`config.mk`:
```
export PLATFORM = sky130hd
export DESIGN_NAME = tristate_tx_seq
export DESIGN_NICKNAME = d
export VERILOG_FILES = /design/src/rtl/tristate_tx_pkg.sv /design/src/rtl/tristate_tx_div.sv /design/src/rtl/tristate_tx_seq.sv
export SDC_FILE = /design/constraint.sdc
export NUM_CORES = 1
export LEC_CHECK = 0
export BUFFER_PORTS_ARGS = -buffer_cell sky130_fd_sc_hd__clkbuf_2
export CORE_MARGIN = 3
export CORE_UTILIZATION = 42
export CTS_CLUSTER_SIZE = 28
export DETAILED_ROUTE_END_ITERATION = 7
export PLACE_DENSITY = 0.7
export SLEW_MARGIN = 40
export SYNTH_ARGS = -nofsm -noshare
export SYNTH_HDL_FRONTEND = slang
export SYNTH_SLANG_ARGS = --single-unit
```
`constraint.sdc`:
```
create_clock -name i_clk -period 2.6 [get_ports i_clk]
set_clock_uncertainty 0.2 [all_clocks]
set_input_delay 0.26 -clock i_clk [delete_from_list [all_inputs] [get_ports i_clk]]
set_output_delay 0.26 -clock i_clk [all_outputs]
set_load 0.01 [all_outputs]
```
`src/rtl/tristate_tx_pkg.sv`:
```
// Shared definitions for the tri-state serial transmitter: state encoding,
// parameter defaults and a counter-width helper.
package tristate_tx_pkg;

  localparam int DATA_W_DEF   = 8;
  localparam int BIT_DIV_DEF  = 4;
  localparam int TURN_CYC_DEF = 2;

  typedef logic [1:0] state_t;

  localparam state_t IDLE  = 2'd0;
  localparam state_t LEAD  = 2'd1;
  localparam state_t SHIFT = 2'd2;
  localparam state_t TURN  = 2'd3;

  // Width of a counter that must hold 0..n-1; never narrower than one bit.
  function automatic int cnt_w(input int n);
    return (n > 1) ? $clog2(n) : 1;
  endfunction

endpackage

```
`src/rtl/tristate_tx_div.sv`:
```
// Bit-period divider: counts 0..BIT_DIV-1 while enabled and flags the last
// cycle of each bit period. Restart parks the count at zero.
module tristate_tx_div
  import tristate_tx_pkg::*;
#(
  parameter int BIT_DIV = BIT_DIV_DEF
) (
  input  logic i_clk,
  input  logic i_rst_n,
  input  logic i_enable,
  input  logic i_restart,
  output logic o_end
);

  localparam int CNT_W = cnt_w(BIT_DIV);

  logic [CNT_W-1:0] r_cnt;
  logic             w_last;

  assign w_last = (r_cnt == CNT_W'(BIT_DIV - 1));
  assign o_end  = i_enable && w_last;

  // Period counter with wrap at BIT_DIV-1.
  always_ff @(posedge i_clk) begin
    // NOTE: sequential state uses non-blocking assignments so every register
    // samples pre-edge values regardless of statement order.
    if (!i_rst_n) begin
      r_cnt <= '0;
    end else if (i_restart) begin
      r_cnt <= '0;
    end else if (i_enable) begin
      r_cnt <= w_last ? '0 : r_cnt + 1'b1;
    end
  end

endmodule

```
`src/rtl/tristate_tx_seq.sv`:
```
// Tri-state serial transmitter: start bit, DATA_W data bits MSB first, then a
// released turnaround before the next idle acceptance. Back-to-back words keep
// the pad driven. Pad, busy and done outputs are registered.
module tristate_tx_seq
  import tristate_tx_pkg::*;
#(
  parameter int DATA_W   = DATA_W_DEF,
  parameter int BIT_DIV  = BIT_DIV_DEF,
  parameter int TURN_CYC = TURN_CYC_DEF
) (
  input  logic              i_clk,
  input  logic              i_rst_n,
  input  logic [DATA_W-1:0] i_tx_data,
  input  logic              i_tx_valid,
  output logic              o_tx_ready,
  input  logic              i_abort,
  output logic              o_pad_i,
  output logic              o_pad_t,
  output logic              o_busy,
  output logic              o_done
);

  localparam int BIT_W  = $clog2(DATA_W + 1);
  localparam int TURN_W = cnt_w(TURN_CYC);

  state_t            r_state, w_state_nxt;
  logic [DATA_W-1:0] r_data, w_data_nxt;
  logic [BIT_W-1:0]  r_bit_cnt, w_bit_cnt_nxt;
  logic [TURN_W-1:0] r_turn_cnt, w_turn_cnt_nxt;
  logic              w_pad_i_nxt, w_pad_t_nxt, w_busy_nxt, w_done_nxt;
  logic              w_driving, w_abort, w_bit_end, w_last_bit, w_word_end;
  logic              w_accept;

  assign w_driving  = (r_state == LEAD) || (r_state == SHIFT);
  assign w_abort    = i_abort && w_driving;
  assign w_last_bit = (r_bit_cnt == BIT_W'(DATA_W - 1));
  // Final cycle of the last data bit, unless an abort claims it.
  assign w_word_end = (r_state == SHIFT) && w_bit_end && w_last_bit && !i_abort;
  assign o_tx_ready = (r_state == IDLE) || w_word_end;
  assign w_accept   = i_tx_valid && o_tx_ready;

  tristate_tx_div #(
    .BIT_DIV (BIT_DIV)
  ) u_div (
    .i_clk     (i_clk),
    .i_rst_n   (i_rst_n),
    .i_enable  (w_driving),
    .i_restart (!w_driving || i_abort),
    .o_end     (w_bit_end)
  );

  // State and registered outputs.
  always_ff @(posedge i_clk) begin
    if (!i_rst_n) begin
      r_state    <= IDLE;
      r_data     <= '0;
      r_bit_cnt  <= '0;
      r_turn_cnt <= '0;
      o_pad_i    <= 1'b1;
      o_pad_t    <= 1'b1;
      o_busy     <= 1'b0;
      o_done     <= 1'b0;
    end else begin
      r_state    <= w_state_nxt;
      r_data     <= w_data_nxt;
      r_bit_cnt  <= w_bit_cnt_nxt;
      r_turn_cnt <= w_turn_cnt_nxt;
      o_pad_i    <= w_pad_i_nxt;
      o_pad_t    <= w_pad_t_nxt;
      o_busy     <= w_busy_nxt;
      o_done     <= w_done_nxt;
    end
  end

  // Next-state decode; abort in LEAD/SHIFT wins over everything else.
  always_comb begin
    // NOTE: default every comb output first so no path leaves it unassigned
    // and a latch is never inferred.
    w_state_nxt = r_state;
    case (r_state)
      IDLE:    if (w_accept) w_state_nxt = LEAD;
      LEAD: begin
        if (i_abort)        w_state_nxt = TURN;
        else if (w_bit_end) w_state_nxt = SHIFT;
      end
      SHIFT: begin
        if (i_abort)         w_state_nxt = TURN;
        else if (w_word_end) w_state_nxt = w_accept ? LEAD : TURN;
      end
      TURN:    if (r_turn_cnt == TURN_W'(TURN_CYC - 1)) w_state_nxt = IDLE;
      default: w_state_nxt = IDLE;
    endcase
  end

  // Datapath next values: word latch, shift, bit and turnaround counters.
  always_comb begin
    w_data_nxt     = r_data;
    w_bit_cnt_nxt  = r_bit_cnt;
    w_turn_cnt_nxt = '0;
    if (w_accept) begin
      w_data_nxt    = i_tx_data;
      w_bit_cnt_nxt = '0;
    end else if (w_abort) begin
      w_data_nxt    = '0;
      w_bit_cnt_nxt = '0;
    end else if ((r_state == SHIFT) && w_bit_end) begin
      w_data_nxt    = r_data << 1;
      w_bit_cnt_nxt = w_last_bit ? '0 : r_bit_cnt + 1'b1;
    end
    if ((r_state == TURN) && (w_state_nxt == TURN)) begin
      w_turn_cnt_nxt = r_turn_cnt + 1'b1;
    end
  end

  // Output decode from the upcoming state so outputs align with it.
  always_comb begin
    w_pad_i_nxt = 1'b1;
    w_pad_t_nxt = 1'b1;
    w_busy_nxt  = (w_state_nxt != IDLE);
    w_done_nxt  = w_word_end;
    case (w_state_nxt)
      LEAD: begin
        w_pad_i_nxt = 1'b0;
        w_pad_t_nxt = 1'b0;
      end
      SHIFT: begin
        w_pad_i_nxt = w_data_nxt[DATA_W-1];
        w_pad_t_nxt = 1'b0;
      end
      default: ;
    endcase
  end

endmodule

```
==> summary.txt <==
Worst setup path
  • R2r setup slk: 0.21 ns
  • Max Fanout on Critical Path: 9
  • Worst path slowest cell: ha_2
  • CP dominant cell by count: inv_1
  • CP Capture Type: register
  • Crit path kind: reg2reg
  • Reg2reg start: r_state[1]
  • Largest stage delay on the critical path: 0.42 ns
  • Arr. time, crit path: 2.40 ns
  • Worst setup SP type: register
  • Crit-path cells: inv_1 -> ha_2 -> and3_4 -> nand2_1 -> a31oi_2 -> inv_1 -> ha_1 -> nand3b_1 -> o31a_1
  • Reg2reg path depth: 9
  • R2R Path End: o_pad_i
  • Req. time, crit path: 2.60 ns

Clocking
  • Clock buffer depth: 2
  • Worst skew pair latency: 0.31 ns
  • Cts bufs inserted: 3
  • CTS Root Cell: clkbuf_4
  • TritonCTS sink count: 21
  • Clk slew on worst S/H paths: 0.11 ns
  • H-tree Lvls: 1
  • Post-CTS setup buffer count: 0
  • CTS tree: yes

Die
  • Total core area: 2520 sq um
  • Num rows: 18
  • Total die area: 3380 sq um
  • Initial Utilization: 0.452
  • Die Ht: 58.1 um
  • Die Width: 58.1 um
  • Boundary pin count: 17

Cells and area
  • ANT cells: 0
  • Layout cells sized above 1: 0.221
  • Most frequent cells in the layout: dfxtp_1 (19), clkbuf_2 (16), a21oi_1 (12)
  • Area Growth Syn to Fin: 18.5%
  • Area of the multi-input gates: 669 sq um
  • Fill cells: 255
  • Nets: 175
  • Most common cell after layout, fill and taps aside: dfxtp_1
  • Design area: 1350 sq um
  • Sequential Area: 423 sq um
  • Final design utilization: 0.536

Pwr
  • Max VDD drop: 0.311 mV
  • NetSw: 0.235 mW
  • Power Density: 539 nW/um^2
  • Combinational power share: 0.276
  • Internal: 0.494 mW
  • Sequential power share: 0.503
  • Static Leak: 0.565 nW
  • Clock power frac: 0.221
  • Sw frac: 0.322

Hold path
  • Worst hold path type: in2reg
  • Worst Hold Depth: 3
  • HP Start: i_tx_data[6]
  • Hold Path End: r_data[6]

Drt
  • Starting DRT DRC Count: 26
  • Via count: 1034
  • Wirelength per Cell: 13.7 um
  • DR top layer: met4
  • Met2 WL post-DR: 1.22 mm
  • WL final: 2.51 mm
  • Met3 WL post-DR: 78 um
  • Remaining antenna violation count: 0
  • DR pass1 iterations: 4
  • M1 WL: 1.17 mm
  • DR vias/cell: 5.62
  • # DRC: 0

Synthesis
  • Ys Warns: 0
  • Mapped Area: 1140 sq um
  • Post-synthesis cell type count: 37
  • Sequential element share of the synthesized area: 0.368
  • Seq cells post-synth: 21
  • EDFF count, synth: 0
  • Synth top area share: 0.368
  • Synth Flop Type: dfxtp_1
  • Top post-synthesis cells by area: dfxtp_1 (37%), ha_1 (8.8%), o221ai_1 (5.4%), a21oi_1 (5.3%), nand3_1 (3.9%)
  • Mapped Nets: 151
  • Synth Instances: 131
  • Cell taking the most area after synthesis: dfxtp_1
  • Avg Cell Area, Syn: 8.71 sq um
  • Post-synth ARST share: 0

Placed design
  • Number of port buffers: 16
  • Final RePlAce weighted congestion: 0.791
  • DP Wirelength: 1.79 mm
  • Placed Area: 1240 sq um

Timing
  • Worst-margin pin slew: 0.440 ns
  • Max Transition Viols Final: 0
  • Fin crit share: 0.920
  • Final setup violation count: 0
  • Fin crit period: 2.39 ns
  • Hold_ws: 0.00693 ns
  • Final Hold Fails: 0
  • Highest clock rate: 418 MHz
  • RSZ-0062 raised after global routing: no
  • Worst slew margin: 0.706
  • Final TNS setup: 0 ns

Global route
  • First-pass GRT wire length: 4.39 mm
  • Initial antenna violation count: 0
  • Vias in the first global route: 1016
  • Grt ovf: 0
  • Total GRT Usage: 0.166
  • Largest net degree at the start of global routing: 13

Flow run
  • Max_cap viols: 0

Status
  • Status: complete, no violations
registers in the layout (all words and copies together), names as in the netlist:
name         flops
o_busy           1
u_div.r_cnt      2
o_pad_t          1
o_done           1
r_bit_cnt        4
r_state          2
o_pad_i          1
r_data           8
r_turn_cnt       1
final cells by class:
cell class | count | share of cell area
Multi-Input combinational cell | 95 | 0.495
Sequential cell | 21 | 0.313
Timing Repair Buffer | 24 | 0.115
Inverter | 10 | 0.0296
Tap cell | 30 | 0.0278
Clock buffer | 3 | 0.0167
Clock inverter | 1 | 0.00370
synth_stat cells (2+ instances only):
cell type and n:
nor3_1 3, o31ai_1 2, a31oi_1 2, a211oi_1 2, a21oi_1 12, ha_1 8
nand2_1 10, and3_4 2, o21a_1 2, xor2_1 2, nor2_1 6, a21boi_0 2
nand3b_1 2, buf_2 3, inv_1 8, o21ai_0 7, nand3_1 9, dfxtp_1 21
o221ai_1 7, nand2b_1 4
power by group through the flow:
stage / Clock (mW) / Sequential (mW) / Combinational, mW
after floorplan: 0 / 0.374 / 0.135
after global placement: 0 / 0.371 / 0.181
after detailed placement: 0 / 0.372 / 0.185
after CTS: 0.162 / 0.365 / 0.193
after global routing: 0.177 / 0.370 / 0.224
final: 0.161 / 0.366 / 0.201
per-stage QoR:
| stage | instances | setup slack, ns | total power, mW |
|---|---|---|---|
| 5_1_grt | 184 | 0.0309 | 0.772 |
| 3_3_place_gp | 174 | 0.160 | 0.551 |
| 6_report | 184 | 0.207 | 0.728 |
| 2_1_floorplan | 131 | 0.162 | 0.509 |
| 3_5_place_dp | 174 | 0.0427 | 0.558 |
| 4_1_cts | 184 | 0.0277 | 0.721 |
worst max-delay path: cells and delay by family (launching register included):
| family | cells | cell delay [ns] |
|---|---|---|
| fa+ha+maj | 2 | 0.61 |
| simple gates | 3 | 0.58 |
| flops | 1 | 0.39 |
| compound gates | 2 | 0.34 |
| buf+inv | 2 | 0.18 |
kinds of logic after synthesis:
family	after synthesis	share of synthesized area
compound gates	42	0.261
xor+xnor	2	0.0154
fa+ha+maj	8	0.0877
buf+inv	15	0.0614
flops	21	0.368
mux	1	0.00877
simple gates	42	0.197
worst max-delay path by stage:
stage	startpoint	end	slack, ns	cells after the start
6_report	r_state[1]	o_pad_i	0.21	9
4_1_cts	r_state[1]	o_pad_i	0.03	9
2_1_floorplan	r_state[0]	o_pad_i	0.16	11
3_5_place_dp	r_state[1]	o_pad_i	0.04	9
3_3_place_gp	r_state[1]	o_pad_i	0.16	9
5_1_grt	r_state[1]	o_pad_i	0.03	9
per-layer routing:
layer | vias up | GRT usage
li1 | 525 | -
met1 | 485 | 0.199
met2 | 18 | 0.295
met3 | 6 | 0.0267
met4 | 0 | 0.0596
met5 | - | 0
timing repair:
action / CTS / global route
hold buffers: 6 / 0
endpoints found under the setup margin: 0 / 3
hold endpoints to repair: 6 / 0
gates resized for setup: 0 / 6
(Power assumes the default switching activity.)
